**src/rtl/oled_frame_arbiter.sv**
```systemverilog
// Frame-synchronous round-robin arbiter handing a 96x64 RGB565 OLED to one of four renderers.
// Optional macro OLED_ARB_BORDER_EN draws a one-pixel border in the owner's colour.
module oled_frame_arbiter #(
  parameter int          MIN_FRAMES  = 4,
  parameter logic [15:0] IDLE_COLOUR = 16'h0000
) (
  input  logic        clk,
  input  logic        resn,
  input  logic        frame_begin,
  input  logic [12:0] pixel_index,
  input  logic [3:0]  req,
  input  logic [63:0] req_data,
  output logic [15:0] oled_data,
  output logic [3:0]  grant,
  output logic [1:0]  owner_id,
  output logic        switch_pulse
);

  typedef enum logic {S_IDLE = 1'b0, S_OWN = 1'b1} state_t;

  state_t      r_state, w_state_nxt;
  logic [1:0]  r_owner, w_owner_nxt;
  logic [1:0]  r_last, w_last_nxt;
  logic [3:0]  r_hold, w_hold_nxt;
  logic [3:0]  r_grant, w_grant_nxt;
  logic        r_switch;
  logic [3:0]  w_others;
  logic [2:0]  w_pick_all;
  logic [2:0]  w_pick_owner;
  logic [2:0]  w_pick_others;
  logic [15:0] w_slice;

  // First requester in mask strictly after 'from', wrapping; 'from' itself is checked last.
  function automatic logic [2:0] rr_pick(input logic [1:0] from, input logic [3:0] mask);
    logic [2:0] res;
    logic [1:0] idx;
    res = 3'b000;
    for (int k = 4; k >= 1; k--) begin
      idx = from + k[1:0];
      if (mask[idx]) begin
        res = {1'b1, idx};
      end else begin
        res = res;
      end
    end
    return res;
  endfunction

  assign w_others      = req & ~(4'b0001 << r_owner);
  assign w_pick_all    = rr_pick(r_last, req);
  assign w_pick_owner  = rr_pick(r_owner, req);
  assign w_pick_others = rr_pick(r_owner, w_others);

  // Ownership decision, taken only on frame_begin.
  always_comb begin
    w_state_nxt = r_state;
    w_owner_nxt = r_owner;
    w_last_nxt  = r_last;
    w_hold_nxt  = r_hold;
    if (frame_begin) begin
      case (r_state)
        S_IDLE: begin
          if (w_pick_all[2]) begin
            w_state_nxt = S_OWN;
            w_owner_nxt = w_pick_all[1:0];
            w_hold_nxt  = 4'd0;
          end else begin
            w_state_nxt = S_IDLE;
          end
        end
        S_OWN: begin
          if (!req[r_owner]) begin
            w_hold_nxt = 4'd0;
            if (w_pick_owner[2]) begin
              w_owner_nxt = w_pick_owner[1:0];
            end else begin
              w_state_nxt = S_IDLE;
              w_owner_nxt = 2'd0;
            end
          end else if (w_pick_others[2] && (({1'b0, r_hold} + 5'd1) >= 5'(MIN_FRAMES))) begin
            w_owner_nxt = w_pick_others[1:0];
            w_hold_nxt  = 4'd0;
          end else begin
            w_hold_nxt = (r_hold == 4'd15) ? 4'd15 : r_hold + 4'd1;
          end
        end
        default: begin
          w_state_nxt = S_IDLE;
          w_owner_nxt = 2'd0;
        end
      endcase
      if (w_state_nxt == S_OWN) begin
        w_last_nxt = w_owner_nxt;
      end else begin
        w_last_nxt = r_last;
      end
    end else begin
      w_state_nxt = r_state;
    end
    w_grant_nxt = (w_state_nxt == S_OWN) ? (4'b0001 << w_owner_nxt) : 4'b0000;
  end

  // Arbitration state; last_owner resets to 3 so requester 0 wins first.
  always_ff @(posedge clk or negedge resn) begin
    if (!resn) begin
      r_state  <= S_IDLE;
      r_owner  <= 2'd0;
      r_last   <= 2'd3;
      r_hold   <= 4'd0;
      r_grant  <= 4'b0000;
      r_switch <= 1'b0;
    end else begin
      r_state  <= w_state_nxt;
      r_owner  <= w_owner_nxt;
      r_last   <= w_last_nxt;
      r_hold   <= w_hold_nxt;
      r_grant  <= w_grant_nxt;
      r_switch <= frame_begin && (w_grant_nxt != r_grant);
    end
  end

  assign grant        = r_grant;
  assign owner_id     = r_owner;
  assign switch_pulse = r_switch;
  assign w_slice      = req_data[{r_owner, 4'b0000} +: 16];

`ifdef OLED_ARB_BORDER_EN
  logic [12:0] w_x, w_y;
  logic        w_border;
  logic [15:0] w_border_colour;

  assign w_x      = pixel_index % 13'd96;
  assign w_y      = pixel_index / 13'd96;
  assign w_border = (w_x == 13'd0) || (w_x == 13'd95) || (w_y == 13'd0) || (w_y == 13'd63);

  // Owner identification colour.
  always_comb begin
    case (r_owner)
      2'd0:    w_border_colour = 16'hF800;
      2'd1:    w_border_colour = 16'h07E0;
      2'd2:    w_border_colour = 16'h001F;
      2'd3:    w_border_colour = 16'hFFE0;
      default: w_border_colour = 16'hF800;
    endcase
  end
`endif

  // Zero-latency pixel mux.
  always_comb begin
    oled_data = IDLE_COLOUR;
    if ((r_state == S_OWN) && (pixel_index < 13'd6144)) begin
`ifdef OLED_ARB_BORDER_EN
      if (w_border) begin
        oled_data = w_border_colour;
      end else begin
        oled_data = w_slice;
      end
`else
      oled_data = w_slice;
`endif
    end else begin
      oled_data = IDLE_COLOUR;
    end
  end

endmodule

```
**config.mk**
```make
export PLATFORM = sky130hd
export DESIGN_NAME = oled_frame_arbiter
export DESIGN_NICKNAME = d
export VERILOG_FILES = /design/src/rtl/oled_frame_arbiter.sv
export SDC_FILE = /design/constraint.sdc
export NUM_CORES = 1
export LEC_CHECK = 0
export BUFFER_PORTS_ARGS = -buffer_cell sky130_fd_sc_hd__buf_2
export CAP_MARGIN = 20
export CORE_MARGIN = 2
export CORE_UTILIZATION = 40
export DETAILED_ROUTE_END_ITERATION = 7
export PLACE_DENSITY_LB_ADDON = 0.25
export SYNTH_ARGS = -nofsm -noshare
export SYNTH_HDL_FRONTEND = slang
export SYNTH_SLANG_ARGS = --single-unit
```
**constraint.sdc**
```tcl
create_clock -name clk -period 3.35 [get_ports clk]
set_input_delay 0.5025 -clock clk [delete_from_list [all_inputs] [get_ports clk]]
set_output_delay 0.5025 -clock clk [all_outputs]
set_load 0.01 [all_outputs]
```
; Word level (Yosys, flattened, before mapping)
; Cells that the tools add are included.
[totals]
ff_bits = 14
out_inout_bits = 23
elab_cells = 93
inputBits = 84
[classes]
eq_ne = 3
bitwise_logic = 3
reduce_logical = 5
n_mux = 55
shifts = 3
order_cmp = 10
add_sub_neg = 8
[ops]
columns = cell, n
row1 = $shiftx 64x7->16, 1
row2 = $mux 3, 12
row3 = $bmux 1 s2, 12
row4 = $lt 2x3->1 const B, 8
row5 = $mux 4, 5
row6 = $mux 1, 17
row7 = $mux 16, 1
row8 = $lt 13x13->1 const B, 1
row9 = $mux 2, 5
row10 = $add 2x2->2 const B, 4
row11 = $pmux 4 s2, 1
row12 = $shl 1x2->4 const A, 2
row13 = $add 4x1->5 const B, 1
row14 = $ge 5x3->1 const B, 1
row15 = $add 2x1->2 const B, 2
row16 = $add 4x1->4 const B, 1
row17 = $and 4x4->4, 1
row18 = $eq 4x4->1 const B, 1
row19 = $ne 4x4->1, 1
row20 = $not 4->4, 1
row21 = $pmux 2 s2, 1
row22 = $reduce_and 2->1, 2
row23 = $logic_and 1x1->1, 3
row24 = $ne 2x2->1 const B, 1
row25 = other kinds (2), 2

; Longest topological paths before layout
[depth]
word_depth = 18
depth_mapped = 14
mapped_depth_nobuf = 12

; Worst setup path before layout
; Ideal clock, no wire load.
[synth_timing]
path_kind = reg2reg
from = reg r_owner[1] (netlist: owner_id[1])
to = reg r_switch (netlist: switch_pulse)
period_less_slack_ns = 3.101
t_arrival_ns = 2.980
required_time_ns = 3.228
stages_incl_launch_ff = 14
slack_ns = 0.249
path_buffers = 1
setup_time_ns = 0.122
cell_sequence = dfrtp_1 buf_4 clkinv_1 ha_1 nand2b_1 mux4_2 a2111oi_4 o2111ai_1 and3_1 and2_4 inv_4 mux2i_1 nand2_1 a32o_1
[synth_via]
elab_chain_cells = 18
elab_cells_between_ends = 46
cone_classes = 3 x add/sub / 1 x eq/ne / 2 x shift / 36 x mux / 2 x bitwise / 2 x reduce/logical
[synth_rtl]
columns = item, line_no
row1 = start: declaration, 22  ; logic [1:0] r_owner, w_owner_nxt;
row2 = start signal: assignment, 114  ; r_owner <= w_owner_nxt;
row3 = $shl 1x2->4, 49  ; assign w_others = req & ~(4'b0001 << r_owner);
row4 = $not 4->4, 49
row5 = $and 4x4->4, 49
row6 = $bmux 1 s2, 40  ; if (mask[idx]) begin
row7 = $mux 1 (implied by the code), 40
row8 = $mux 3 (4 in a row), 40
row9 = $logic_and 1x1->1, 80  ; end else if (w_pick_others[2] && (({1'b0, r_hold} + 5'd1) >= 5'(MIN_FRAMES))) begin
row10 = $mux 2, 80
row11 = $mux 2 (*), 72  ; if (!req[r_owner]) begin
row12 = $pmux 2 s2 (*), 61  ; case (r_state)
row13 = $mux 2 (*), 60  ; if (frame_begin) begin
row14 = net w_owner_nxt[0], 22
row15 = $shl 1x2->4 (*), 100  ; w_grant_nxt = (w_state_nxt == S_OWN) ? (4'b0001 << w_owner_nxt) : 4'b0000;
row16 = $mux 4 (*), 100
row17 = $ne 4x4->1 (*), 118  ; r_switch <= frame_begin && (w_grant_nxt != r_grant);
row18 = $logic_and 1x1->1 (*), 118
row19 = end signal: assignment, 118
row20 = end: declaration, 26  ; logic r_switch;
; Mark *: on every way through the listed nets, which the timed path passes. The rest lies on a longest branch. The select of a mux whose other input is x is not followed.
; A chain may end at the register's enable or synchronous reset.

; Final worst setup path
; Ends and elaborated chain as after synthesis.

==> summary.md <==
| Metric | Value |
|---|---|
| Initial DRC count | 57 |
| Total negative slack | 0 ns |
| Maximum Capacitance Violations | 0 |
| Critical Path End Type | register |
| Mapped Area | 1840 um^2 |
| Slew Limit Headroom | 65.4% |
| Final Hold Viols | 0 |
| Met1 Use GR | 25.1% |
| Tmin final | 3.10 ns |
| Most common flop cell mapped by yosys | dfrtp_1 |
| Yosys reg bits | 14 |
| Largest net degree at the start of global routing | 25 |
| Post-DR wirelength/cell | 15.2 um |
| Fin crit share | 92.7% |
| Cells after synthesis | 210 |
| Sink Count | 14 |
| Clk slew on worst S/H paths | 0.06 ns |
| Max frequency | 0.322 GHz |
| Post-synth top area share | 20.8% |
| CTS tree | done |
| Pwr per Cell Area | 706 nW/um^2 |
| Total Routing Usage GR | 20.9% |
| Num rows | 24 |
| Worst min path class | input pin to async pin |
| GPL Wtd Cong | 0.828 |
| Via count | 2000 |
| Synth area leader | mux4_2 |
| Total power | 1.71 mW |
| Clock Skew | 0.00397 ns |
| Yosys warnings | 0 |
| Antenna cells | 0 |
| Register area share after synthesis | 19.2% |
| Fin. max-slew vios | 0 |
| Met3 Use GR | 2.39% |
| DRT Wirelength | 5360 um |
| Synth Area per Inst | 8.76 um^2 |
| Initial core utilization | 42.0% |
| TritonRoute pass-1 iters | 4 |
| Library cells used by synthesis | 49 |
| IO Pins | 107 |
| Final ANT Viol Nets | 0 |
| Number of port buffers | 95 |
| Critical path arrival | 3.23 ns |
| Vias in the first global route | 1986 |
| P_leak | 1.18 nW |
| Layout net count | 391 |
| CTS Buf Count | 3 |
| Most common cell after layout, fill and taps aside | buf_2 |
| RSZ-0062 raised after global routing | false |
| Syn nets | 300 |
| Final-layout fill cell count | 426 |
| Detailed placer's ending HPWL | 4300 um |
| Die ar. | 5160 um^2 |
| H-tree Lvls | 1 |
| Initial antenna violation count | 0 |
| Finish-stage setup viols | 0 |
| Worst setup SP type | register |
| Core area | 4380 um^2 |
| First-pass GRT wire length | 8870 um |
| Synth top area cells | mux4_2 21%, dfrtp_1 16%, and3_1 6.1% |
| Clock Latency Late Sink | 0.24 ns |
| Worst-path fanout max | 7 |
| Setup repair bufs after CTS | 0 |
| Vias per cell | 5.68 |
| Clock Tree Root | clkbuf_8 |
| Die Span X | 71.8 um |
| Grt met2 use | 39.3% |
| Ys async rst share | 100% |
| Worst Max-Slew Pin Slew | 0.513 ns |
| Peak VDD IR | 0.335 mV |
| Critical Path RT | 3.48 ns |
| Die Height | 71.8 um |
| Commonest cells after routing, fill and taps aside | 95 x buf_2, 26 x nand2_1, 18 x and3_1, 17 x mux4_2, 14 x nand2b_1 |
| Area growth from synthesis to final layout | 31.6% |
| # DRC | 0 |
| Status | finished, final reports clean |
| WS Path Type | register to register |
| EDFF count, synth | 0 |
| Gr ovfl total | 0 |
| Maximum clock path buffer count | 2 |
| Most Crowded Layer GR | met2 |
| Fraction of layout cells with a size suffix above 1 | 44.0% |
[path summary, 6_finish.rpt]
kind	from	to	slack, ns	cells past startpoint
worst min-delay path	resn	r_hold[3]$_DFFE_PN0P_	0.14	1
max in group asynchronous	resn	r_last[1]$_DFFE_PN1P_	2.93	1
worst max-delay path	owner_id[1]$_DFF_PN0_	switch_pulse$_DFF_PN0_	0.25	12
min in group clk	r_last[0]$_DFFE_PN1P_	r_last[0]$_DFFE_PN1P_	0.48	2
worst max register to register	owner_id[1]$_DFF_PN0_	switch_pulse$_DFF_PN0_	0.25	12
worst min register to register	r_last[0]$_DFFE_PN1P_	r_last[0]$_DFFE_PN1P_	0.48	2
[what timing repair did]
item | in CTS | in global routing
hold buffers | 0 | 0
gates resized for setup | 0 | 1
setup endpoints to repair | 0 | 1
[through the flow]
stage               util, %  instances  area, um^2  hold slack, ns  setup slack [ns]
CTS                    55.2        352        2420           0.149             0.171
floorplan                 -        210        1840           0.207             0.249
detailed placement     53.9        348        2360           0.415             0.188
global placement       53.9        348        2360           0.410             0.232
global route           55.2        352        2420           0.161            0.0442
finish                 55.2        352        2420           0.138             0.246
[logic make-up (layout without fill, tap and decap cells)]
kind of cell	Yosys count	after routing	synth area share [%]
AO/OA/AOI/OAI	47	47	18.5
AND/OR/NAND/NOR	95	95	27.4
flip-flops	14	14	19.2
adder cells (fa/ha/maj)	6	6	4.08
buffers and inverters	22	112	5.03
multiplexers	26	26	25.8
[sequential cells by signal, summed over array words and instances, names as in the netlist]
| register | cells |
|---|---|
| r_state | 1 |
| owner_id | 2 |
| r_last | 2 |
| switch_pulse | 1 |
| grant | 4 |
| r_hold | 4 |
[cell type report]
type                       instances  area [um^2]  area share, %
clock buffer                       4         55.1           2.27
inverter                           6         25.0           1.03
multi-input combinational        174         1390           57.6
sequential                        14          354           14.6
tap                               52         65.1           2.69
timing repair buffer             102          528           21.8
[cells in the mapped netlist, types with 2 or more instances]
cell type / instances
nand2_1: 26
and3_1: 18
mux4_2: 17
nand2b_1: 14
a21oi_1: 13
nor2_1: 13
dfrtp_1: 12
clkbuf_1: 11
mux2i_1: 8
ha_1: 6
nor2b_1: 5
o21ai_0: 5
nand3_1: 4
o22ai_1: 4
a211oi_1: 3
and2_1: 3
buf_2: 3
inv_1: 3
nor3_1: 3
o221ai_1: 3
a21boi_0: 2
dfstp_2: 2
o2111ai_1: 2
o21a_1: 2
o21ai_1: 2
or3_1: 2
or4b_1: 2
[power breakdown]
group | switching, mW | internal (mW)
Clock | 0.0592 | 0.104
Sequential | 0.0728 | 0.239
Combinational | 0.617 | 0.618
Total | 0.749 | 0.961
[worst max-delay path: stages, from the launching register on]
cell	delay [ns]
dfrtp_1	0.45
clkinv_1	0.16
ha_1	0.21
nand2b_1	0.22
mux4_2	0.51
a2111oi_4	0.34
o2111ai_1	0.16
and3_1	0.19
and2_4	0.16
inv_4	0.07
mux2i_1	0.19
nand2_1	0.08
a32o_1	0.25
[per-layer routing]
metal	part of all wire [%]	up-vias
li1	-	977
met5	0	-
met2	53	73
met4	0.58	0
met1	41	946
met3	6.2	4
Power figures use the tool's default switching activity.
